===== config.mk =====
export PLATFORM = sky130hd
export DESIGN_NAME = io_post_fifo_flat
export DESIGN_NICKNAME = d
export VERILOG_FILES = /design/src/rtl/io_pkg.sv /design/src/rtl/io_post_fifo_if.sv /design/src/rtl/io_fifo_mem.sv /design/src/rtl/io_post_fifo.sv /design/src/flat_wrapper.sv
export SDC_FILE = /design/constraint.sdc
export NUM_CORES = 1
export LEC_CHECK = 0
export CORE_UTILIZATION = 30
export CTS_CLUSTER_DIAMETER = 60
export DETAILED_ROUTE_END_ITERATION = 8
export SETUP_SLACK_MARGIN = 0.02
export SLEW_MARGIN = 20
export SYNTH_ARGS = -nofsm -noshare
export SYNTH_HDL_FRONTEND = slang
export SYNTH_SLANG_ARGS = --single-unit

===== constraint.sdc =====
create_clock -name CLK_FSB -period 3.05 [get_ports CLK_FSB]
set_input_delay 0.305 -clock CLK_FSB [delete_from_list [all_inputs] [get_ports CLK_FSB]]
set_output_delay 0.305 -clock CLK_FSB [all_outputs]
set_load 0.02 [all_outputs]

===== src/rtl/io_pkg.sv =====
// io_pkg: shared types for the posted-write IO queue.
// Holds the slave/master state encodings and the queued entry layout.
package io_pkg;

    localparam int IO_AW = 23;
    localparam int IO_DW = 16;

    typedef enum logic [2:0] {
        S_IDLE,
        S_POSTWAIT,
        S_DRAIN,
        S_DIRECT,
        S_WAITDONE
    } slave_state_t;

    typedef enum logic [1:0] {
        M_IDLE,
        M_REQ,
        M_ACT
    } master_state_t;

    // One queued IO cycle: direction, byte strobes, word address and data.
    typedef struct packed {
        logic             rw;
        logic             lds;
        logic             uds;
        logic [IO_AW-1:0] a;
        logic [IO_DW-1:0] d;
    } io_entry_t;

endpackage


===== src/rtl/io_post_fifo_if.sv =====
// io_post_fifo_if: FSB-side request/termination, IOB master side and
// occupancy status of the posted-write queue, bundled as one port.
interface io_post_fifo_if #(
    parameter int AW = io_pkg::IO_AW,
    parameter int DW = io_pkg::IO_DW,
    parameter int CW = 3
);
    logic          REQ;
    logic          RW;
    logic          POST;
    logic [AW-1:0] A;
    logic [DW-1:0] D;
    logic          LDS;
    logic          UDS;
    logic          Ready;
    logic          BERR;
    logic          IOREQ;
    logic          IORW;
    logic [AW-1:0] IOA;
    logic [DW-1:0] IOD;
    logic          IOL;
    logic          IOU;
    logic          IOACT;
    logic          IOBERR;
    logic [CW-1:0] Count;
    logic          Full;
    logic          Empty;

    // The queue itself.
    modport slave (
        input  REQ, RW, POST, A, D, LDS, UDS, IOACT, IOBERR,
        output Ready, BERR, IOREQ, IORW, IOA, IOD, IOL, IOU, Count, Full, Empty
    );

    // The surrounding FSB decode and IOB bus agent.
    modport master (
        output REQ, RW, POST, A, D, LDS, UDS, IOACT, IOBERR,
        input  Ready, BERR, IOREQ, IORW, IOA, IOD, IOL, IOU, Count, Full, Empty
    );

endinterface


===== src/rtl/io_fifo_mem.sv =====
// io_fifo_mem: DEPTH-entry circular buffer of io_entry_t with occupancy.
// A write while full is accepted only if a read retires in the same cycle.
module io_fifo_mem
    import io_pkg::*;
#(
    parameter int DEPTH = 4,
    parameter int CW    = $clog2(DEPTH) + 1
) (
    input  logic          clk,
    input  logic          rst,
    input  logic          wrEn,
    input  io_entry_t     wrData,
    input  logic          rdEn,
    output io_entry_t     head,
    output logic [CW-1:0] count,
    output logic          full,
    output logic          empty
);
    localparam int PW = $clog2(DEPTH);

    io_entry_t     mem [DEPTH];
    logic [PW-1:0] wrPtr;
    logic [PW-1:0] rdPtr;
    logic          doWr;
    logic          doRd;

    assign doRd  = rdEn && !empty;
    assign doWr  = wrEn && (!full || doRd);
    assign full  = (count == CW'(DEPTH));
    assign empty = (count == '0);
    assign head  = mem[rdPtr];

    // Entry storage.
    // NOTE: the array has no reset; Count gates every read, so stale contents are never observed.
    always_ff @(posedge clk) begin
        if (doWr) mem[wrPtr] <= wrData;
    end

    // Pointers wrap naturally since DEPTH is a power of two; Count tracks net change.
    // NOTE: non-blocking assignments so every register here samples pre-edge values.
    always_ff @(posedge clk or posedge rst) begin
        if (rst) begin
            wrPtr <= '0;
            rdPtr <= '0;
            count <= '0;
        end else begin
            if (doWr) wrPtr <= wrPtr + 1'b1;
            if (doRd) rdPtr <= rdPtr + 1'b1;
            case ({doWr, doRd})
                2'b10:   count <= count + 1'b1;
                2'b01:   count <= count - 1'b1;
                default: ;
            endcase
        end
    end

endmodule


===== src/rtl/io_post_fifo.sv =====
// io_post_fifo: posted-write queue between the FSB IO slave decode and the
// IOB bus master. Postable writes are acknowledged at once and drained in
// order; reads and non-postable writes wait for the queue to empty and then
// run directly on the master.
// Optional build macro IO_POST_BERR_EN: a posted write that retires with
// IOBERR is reported as BERR on the next FSB IO request.
module io_post_fifo
    import io_pkg::*;
#(
    parameter int AW    = IO_AW,
    parameter int DW    = IO_DW,
    parameter int DEPTH = 4,
    parameter int CW    = $clog2(DEPTH) + 1
) (
    input  logic          CLK_FSB,
    input  logic          RES,
    io_post_fifo_if.slave bus
);
    slave_state_t  sState;
    master_state_t mState;
    io_entry_t     inEntry;
    io_entry_t     pend;
    io_entry_t     wrData;
    io_entry_t     head;
    logic          ioactQ;
    logic          ioactFall;
    logic          reqPost;
    logic          wrEn;
    logic          rdEn;
    logic          errHit;
    logic          full;
    logic          empty;
    logic [CW-1:0] count;

    assign inEntry   = '{rw: bus.RW, lds: bus.LDS, uds: bus.UDS, a: bus.A, d: bus.D};
    assign ioactFall = ioactQ && !bus.IOACT;
    assign rdEn      = (mState == M_ACT) && ioactFall;
    assign reqPost   = bus.REQ && !bus.RW && bus.POST;

`ifdef IO_POST_BERR_EN
    logic postErr;
    // A retire-with-error in the same cycle as REQ must already be visible.
    assign errHit = postErr || (rdEn && bus.IOBERR);
`else
    assign errHit = 1'b0;
`endif

    io_fifo_mem #(.DEPTH(DEPTH), .CW(CW)) uMem (
        .clk    (CLK_FSB),
        .rst    (RES),
        .wrEn   (wrEn),
        .wrData (wrData),
        .rdEn   (rdEn),
        .head   (head),
        .count  (count),
        .full   (full),
        .empty  (empty)
    );

    assign bus.Count = count;
    assign bus.Full  = full;
    assign bus.Empty = empty;

    // Enqueue select: fresh request from IDLE, or the held entry once a slot frees.
    // NOTE: every output gets a default first so no path leaves it unassigned (no latch).
    always_comb begin
        wrEn   = 1'b0;
        wrData = inEntry;
        case (sState)
            S_IDLE:     wrEn = reqPost && !full && !errHit;
            S_POSTWAIT: begin
                wrEn   = !full || rdEn;
                wrData = pend;
            end
            default:    ;
        endcase
    end

    // Slave and master FSMs sharing the registered IOB outputs and terminations.
    always_ff @(posedge CLK_FSB or posedge RES) begin
        if (RES) begin
            sState    <= S_IDLE;
            mState    <= M_IDLE;
            ioactQ    <= 1'b0;
            pend      <= '0;
            bus.Ready <= 1'b0;
            bus.BERR  <= 1'b0;
            bus.IOREQ <= 1'b0;
            bus.IORW  <= 1'b1;
            bus.IOA   <= '0;
            bus.IOD   <= '0;
            bus.IOL   <= 1'b0;
            bus.IOU   <= 1'b0;
`ifdef IO_POST_BERR_EN
            postErr   <= 1'b0;
`endif
        end else begin
            bus.Ready <= 1'b0;
            bus.BERR  <= 1'b0;
            ioactQ    <= bus.IOACT;

            case (sState)
                S_IDLE: begin
                    if (bus.REQ) begin
                        pend <= inEntry;
                        if (errHit) begin
                            bus.BERR <= 1'b1;
                        end else if (reqPost) begin
                            if (!full) bus.Ready <= 1'b1;
                            else       sState    <= S_POSTWAIT;
                        end else begin
                            sState <= S_DRAIN;
                        end
                    end
                end
                S_POSTWAIT: begin
                    if (wrEn) begin
                        bus.Ready <= 1'b1;
                        sState    <= S_IDLE;
                    end
                end
                S_DRAIN: begin
                    // Strict ordering: every posted write retires before this cycle issues.
                    if (empty && mState == M_IDLE) begin
                        bus.IOREQ <= 1'b1;
                        bus.IORW  <= pend.rw;
                        bus.IOA   <= pend.a;
                        bus.IOD   <= pend.d;
                        bus.IOL   <= pend.lds;
                        bus.IOU   <= pend.uds;
                        sState    <= S_DIRECT;
                    end
                end
                S_DIRECT: begin
                    if (bus.IOACT) begin
                        bus.IOREQ <= 1'b0;
                        sState    <= S_WAITDONE;
                    end
                end
                S_WAITDONE: begin
                    if (ioactFall) begin
                        if (bus.IOBERR) bus.BERR  <= 1'b1;
                        else            bus.Ready <= 1'b1;
                        sState <= S_IDLE;
                    end
                end
                default: sState <= S_IDLE;
            endcase

            case (mState)
                M_IDLE: begin
                    if (!empty && sState != S_DIRECT && sState != S_WAITDONE) begin
                        bus.IOREQ <= 1'b1;
                        bus.IORW  <= 1'b0;
                        bus.IOA   <= head.a;
                        bus.IOD   <= head.d;
                        bus.IOL   <= head.lds;
                        bus.IOU   <= head.uds;
                        mState    <= M_REQ;
                    end
                end
                M_REQ: begin
                    if (bus.IOACT) begin
                        bus.IOREQ <= 1'b0;
                        mState    <= M_ACT;
                    end
                end
                M_ACT: begin
                    if (ioactFall) mState <= M_IDLE;
                end
                default: mState <= M_IDLE;
            endcase

`ifdef IO_POST_BERR_EN
            if (rdEn && bus.IOBERR) postErr <= 1'b1;
            if (sState == S_IDLE && bus.REQ && errHit) postErr <= 1'b0;
`endif
        end
    end

endmodule


===== src/flat_wrapper.sv =====
// flat-port wrapper written by rule: the top's interface ports become plain ports
module io_post_fifo_flat import io_pkg::*;
#(
    parameter int AW    = IO_AW,
    parameter int DW    = IO_DW,
    parameter int DEPTH = 4,
    parameter int CW    = $clog2(DEPTH) + 1
)
  (CLK_FSB, RES, bus_REQ, bus_RW, bus_POST, bus_A, bus_D, bus_LDS, bus_UDS, bus_IOACT, bus_IOBERR, bus_Ready, bus_BERR, bus_IOREQ, bus_IORW, bus_IOA, bus_IOD, bus_IOL, bus_IOU, bus_Count, bus_Full, bus_Empty);
  io_post_fifo_if #(.AW(AW), .DW(DW), .CW(CW)) bus_i ();
  input  logic CLK_FSB;
  input  logic RES;
  input wire logic [$bits(bus_i.REQ)-1:0] bus_REQ;
  input wire logic [$bits(bus_i.RW)-1:0] bus_RW;
  input wire logic [$bits(bus_i.POST)-1:0] bus_POST;
  input wire logic [$bits(bus_i.A)-1:0] bus_A;
  input wire logic [$bits(bus_i.D)-1:0] bus_D;
  input wire logic [$bits(bus_i.LDS)-1:0] bus_LDS;
  input wire logic [$bits(bus_i.UDS)-1:0] bus_UDS;
  input wire logic [$bits(bus_i.IOACT)-1:0] bus_IOACT;
  input wire logic [$bits(bus_i.IOBERR)-1:0] bus_IOBERR;
  output wire logic [$bits(bus_i.Ready)-1:0] bus_Ready;
  output wire logic [$bits(bus_i.BERR)-1:0] bus_BERR;
  output wire logic [$bits(bus_i.IOREQ)-1:0] bus_IOREQ;
  output wire logic [$bits(bus_i.IORW)-1:0] bus_IORW;
  output wire logic [$bits(bus_i.IOA)-1:0] bus_IOA;
  output wire logic [$bits(bus_i.IOD)-1:0] bus_IOD;
  output wire logic [$bits(bus_i.IOL)-1:0] bus_IOL;
  output wire logic [$bits(bus_i.IOU)-1:0] bus_IOU;
  output wire logic [$bits(bus_i.Count)-1:0] bus_Count;
  output wire logic [$bits(bus_i.Full)-1:0] bus_Full;
  output wire logic [$bits(bus_i.Empty)-1:0] bus_Empty;
  assign bus_i.REQ = bus_REQ;
  assign bus_i.RW = bus_RW;
  assign bus_i.POST = bus_POST;
  assign bus_i.A = bus_A;
  assign bus_i.D = bus_D;
  assign bus_i.LDS = bus_LDS;
  assign bus_i.UDS = bus_UDS;
  assign bus_i.IOACT = bus_IOACT;
  assign bus_i.IOBERR = bus_IOBERR;
  assign bus_Ready = bus_i.Ready;
  assign bus_BERR = bus_i.BERR;
  assign bus_IOREQ = bus_i.IOREQ;
  assign bus_IORW = bus_i.IORW;
  assign bus_IOA = bus_i.IOA;
  assign bus_IOD = bus_i.IOD;
  assign bus_IOL = bus_i.IOL;
  assign bus_IOU = bus_i.IOU;
  assign bus_Count = bus_i.Count;
  assign bus_Full = bus_i.Full;
  assign bus_Empty = bus_i.Empty;
  io_post_fifo #(.AW(AW), .DW(DW), .DEPTH(DEPTH), .CW(CW)) u_core (.CLK_FSB(CLK_FSB), .RES(RES), .bus(bus_i));
endmodule

==> results.sh <==
export IMPL_crit_path_max_incr_delay_ns=0.71
export IMPL_crit_path_end_kind="primary output"
export IMPL_rsz0062_at_grt="no"
export IMPL_cts_buffers=29
export IMPL_final_util_pct=37.61
export IMPL_drc_errors=0
export IMPL_ys_flop_type="edfxtp_1"
export IMPL_synth_cell_types=40
export IMPL_syn_area_per_cell_sq_um=17.52
export IMPL_relSlewSlack_pct=52.72
export IMPL_antenna_left=0
export IMPL_wl_per_cell_microns=18.01
export IMPL_fill_cells=3298
export IMPL_hpwlAfterDp_microns=13660
export IMPL_finalHoldViolations=0
export IMPL_crit_path_start_kind="flip-flop"
export IMPL_cts_clk_slew_worst_paths_ns=0.06
export IMPL_fin_crit_ns=2.500
export IMPL_critPathSlowestCell="clkdlybuf4s50_1"
export IMPL_p_int_w=0.009356
export IMPL_die_area_sq_um=36800
export IMPL_worstSkewPairLatency_ns=0.55
export IMPL_endpoint="bus_Empty"
export IMPL_r2r_start="u_core.uMem.count[0]$_DFFE_PP0P_"
export IMPL_powerDensity_nw_per_um2=1032
export IMPL_synth_edff_count=164
export IMPL_cts_sinks=264
export IMPL_dr_total_vias=5657
export IMPL_worstSetupStartpoint="u_core.uMem.count[0]$_DFFE_PP0P_"
export IMPL_async_flop_share_pct=37.88
export IMPL_core_region_area_sq_um=35480
export IMPL_r2r_setup_slack_ns=0.76
export IMPL_synth_nets=671
export IMPL_drive_above_1_share_pct=28.99
export IMPL_cts_resized=0
export IMPL_design_portCount=98
export IMPL_synthCells=617
export IMPL_period_share_pct=81.96
export IMPL_chipHeight_microns=191.8
export IMPL_root_buffer="clkbuf_16"
export IMPL_ir_drop_v=0.0009136
export IMPL_fin_tns_setup_ns=0
export IMPL_maxSlewViolCount=0
export IMPL_yosysSeqAreaShare_pct=68.72
export IMPL_p_sw_share_pct=32.06
export IMPL_vias_per_cell=4.664
export IMPL_first_pass_iters=5
export IMPL_grt_overflow=0
export IMPL_numPortBuffers=97
export IMPL_cp_arrival_ns=2.19
export IMPL_area_growth_syn_to_layout_pct=23.45
export IMPL_r2r_end="u_core.uMem.count[2]$_DFFE_PP0P_"
export IMPL_synth_top_cell_by_area="edfxtp_1"
export IMPL_worst_ep_required_time_ns=2.74
export IMPL_grt_max_degree=57
export IMPL_finalWirelength_microns=21850
export IMPL_dr_first_iter_drc_count=279
export IMPL_max_cap_violations=0
export IMPL_fp_dieW_microns=191.8
export IMPL_antenna_found_initial=0
export IMPL_grt_pass1_vias=5891
export IMPL_worstSetupPathType="flip-flop to primary output"
export IMPL_clockBufferDepth=3
export IMPL_rows=69
export IMPL_pwr_share_seq_pct=40.2
export IMPL_ys_ff_latch=264
export IMPL_synthesis_yosys_warnings=0
export IMPL_p_leak_nw=4.951
export IMPL_max_slew_worst_pin_slew_ns=0.7092
export IMPL_path_max_fanout=5
export IMPL_status="completed"
export IMPL_combinationalPowerShare_pct=34.5
export IMPL_clkPwrFrac_pct=25.3
export IMPL_power_switching_w=0.004415
export IMPL_final_setup_viol_count=0
export IMPL_cp_cell_sequence="nor3_1 -> clkdlybuf4s50_1"
export IMPL_synthesis_area_sq_um=10810
export IMPL_yosysTopAreaCellShare_pct=45.56
export IMPL_place_gp_congestion=0.7615
export IMPL_grt_pass1_wl_microns=34720
export IMPL_antennaDiodeCount=0
export IMPL_grt_use_total_pct=12.22
export IMPL_synth_area_leaders="edfxtp_1 (46%), dfrtp_1 (23%), mux2_2 (8.9%)"
export IMPL_hp_class="input pin to asynchronous set/reset pin"
export IMPL_start_util_pct=30.47
export IMPL_nets=783
export IMPL_reg2reg_depth=7
export IMPL_hold_buffers=0
export IMPL_cts_setup_buffers=0
export IMPL_fmax_mhz=400.0
export IMPL_cts_tree="yes"
export IMPL_htree_levels=1
export IMPL_skew_ns=0.02357
==> worst max-delay path, delay by kind of cell (launching register included) <==
kind,cells,cell delay [ns]
and+or+nand+nor,1,0.49
buffers and inverters,1,0.71
DFF,1,0.46
==> through the flow <==
step | hold WS, ns | area (sq um) | instances | setup WS, ns | power [W]
final | 0.1760 | 13350 | 1213 | 0.5503 | 0.01377
after detailed placement | 0.5003 | 12380 | 1159 | 0.4819 | 0.01049
after global placement | 0.5092 | 12380 | 1159 | 0.4967 | 0.01038
after CTS | 0.1842 | 13350 | 1213 | 0.5405 | 0.01401
after floorplan | 0.3364 | 10810 | 617 | 0.1279 | 0.008781
after global routing | 0.2367 | 13350 | 1213 | 0.4247 | 0.01458
==> cell usage after synthesis (4+ instances only) <==
| master | instances |
|---|---|
| edfxtp_1 | 164 |
| dfrtp_1 | 99 |
| mux2_2 | 85 |
| nor2_1 | 43 |
| mux2i_1 | 42 |
| mux4_2 | 41 |
| a21oi_1 | 32 |
| buf_2 | 13 |
| clkbuf_1 | 13 |
| a21oi_2 | 11 |
| inv_1 | 7 |
| and2_1 | 6 |
| buf_6 | 6 |
| nor2_2 | 6 |
| ha_1 | 5 |
| nand2_1 | 4 |
| xnor2_1 | 4 |
==> worst min-delay path by stage <==
| stage | depth (start not counted) | end | slack, ns |
|---|---|---|---|
| after CTS | 2 | u_core.bus.IOA[12]$_DFF_PP0_ | 0.18 |
| after global placement | 1 | u_core.pend[25]$_DFFE_PP0P_ | 0.51 |
| after global routing | 2 | u_core.bus.IOA[12]$_DFF_PP0_ | 0.24 |
| final | 2 | u_core.bus.IOA[12]$_DFF_PP0_ | 0.18 |
| after detailed placement | 1 | u_core.pend[41]$_DFFE_PP0P_ | 0.50 |
| after floorplan | 0 | u_core.ioactQ$_DFF_PP0_ | 0.34 |
==> power by group through the flow <==
stage,clock network (W),registers (W),logic [W]
3_5_place_dp,0,0.00563,0.00486
3_3_place_gp,0,0.00560,0.00479
5_1_grt,0.00372,0.00567,0.00519
4_1_cts,0.00358,0.00556,0.00487
6_report,0.00348,0.00554,0.00475
2_1_floorplan,0,0.00575,0.00303
==> per-layer routing <==
metal | global-route usage (%) | share of wire, % | vias up
li1 | - | - | 2586
met1 | 17.66 | 48 | 2920
met2 | 18.93 | 46 | 119
met3 | 2.302 | 4.8 | 32
met4 | 2.839 | 1.8 | 0
met5 | 0 | 0 | -
==> cell families (layout without fill, tap and decap cells) <==
| group | count (synthesis) | in the layout | share of synthesized area (%) |
|---|---|---|---|
| XOR/XNOR | 6 | 6 | 0.4861 |
| buffers and inverters | 43 | 178 | 2.095 |
| AND/OR/NAND/NOR | 76 | 76 | 3.403 |
| AO/OA/AOI/OAI | 54 | 54 | 3.252 |
| flip-flops | 264 | 264 | 68.72 |
| adder cells (fa/ha/maj) | 6 | 6 | 0.7639 |
| multiplexers | 168 | 168 | 21.28 |
==> layout make-up <==
| class | instances | area (sq um) | area share (%) |
|---|---|---|---|
| clock buffer | 43 | 838.3 | 6.282 |
| clock inverter | 11 | 130.1 | 0.9751 |
| inverter | 7 | 28.78 | 0.2156 |
| multi-input combinational | 310 | 3167 | 23.73 |
| sequential | 264 | 7433 | 55.70 |
| tap | 461 | 576.8 | 4.322 |
| timing repair buffer | 117 | 1171 | 8.776 |
==> state kept, by name, summed over array words and instances (netlist names) <==
signal,flops
u_core.bus.BERR,1
u_core.uMem.wrPtr,2
u_core.ioactQ,1
u_core.bus.IORW,1
u_core.bus.IOL,1
u_core.bus.IOU,1
u_core.mState,2
u_core.uMem.rdPtr,2
u_core.bus.IOD,16
u_core.sState,3
u_core.bus.Ready,1
u_core.bus.IOA,23
u_core.uMem.mem,164
u_core.pend,42
u_core.uMem.count,3
u_core.bus.IOREQ,1
==> cells in the final DEF (no fill, tap or decap), drive strengths merged, types with 3 or more instances in the layout <==
| cell | count |
|---|---|
| a21oi | 43 |
| and2 | 6 |
| and3 | 3 |
| buf | 20 |
| clkbuf | 43 |
| clkdlybuf4s50 | 97 |
| clkinv | 5 |
| dfrtp | 99 |
| edfxtp | 164 |
| ha | 5 |
| inv | 10 |
| mux2 | 85 |
| mux2i | 42 |
| mux4 | 41 |
| nand2 | 4 |
| nand2b | 3 |
| nor2 | 49 |
| o21ai | 3 |
| xnor2 | 4 |
Power figures use the tool's default switching activity.
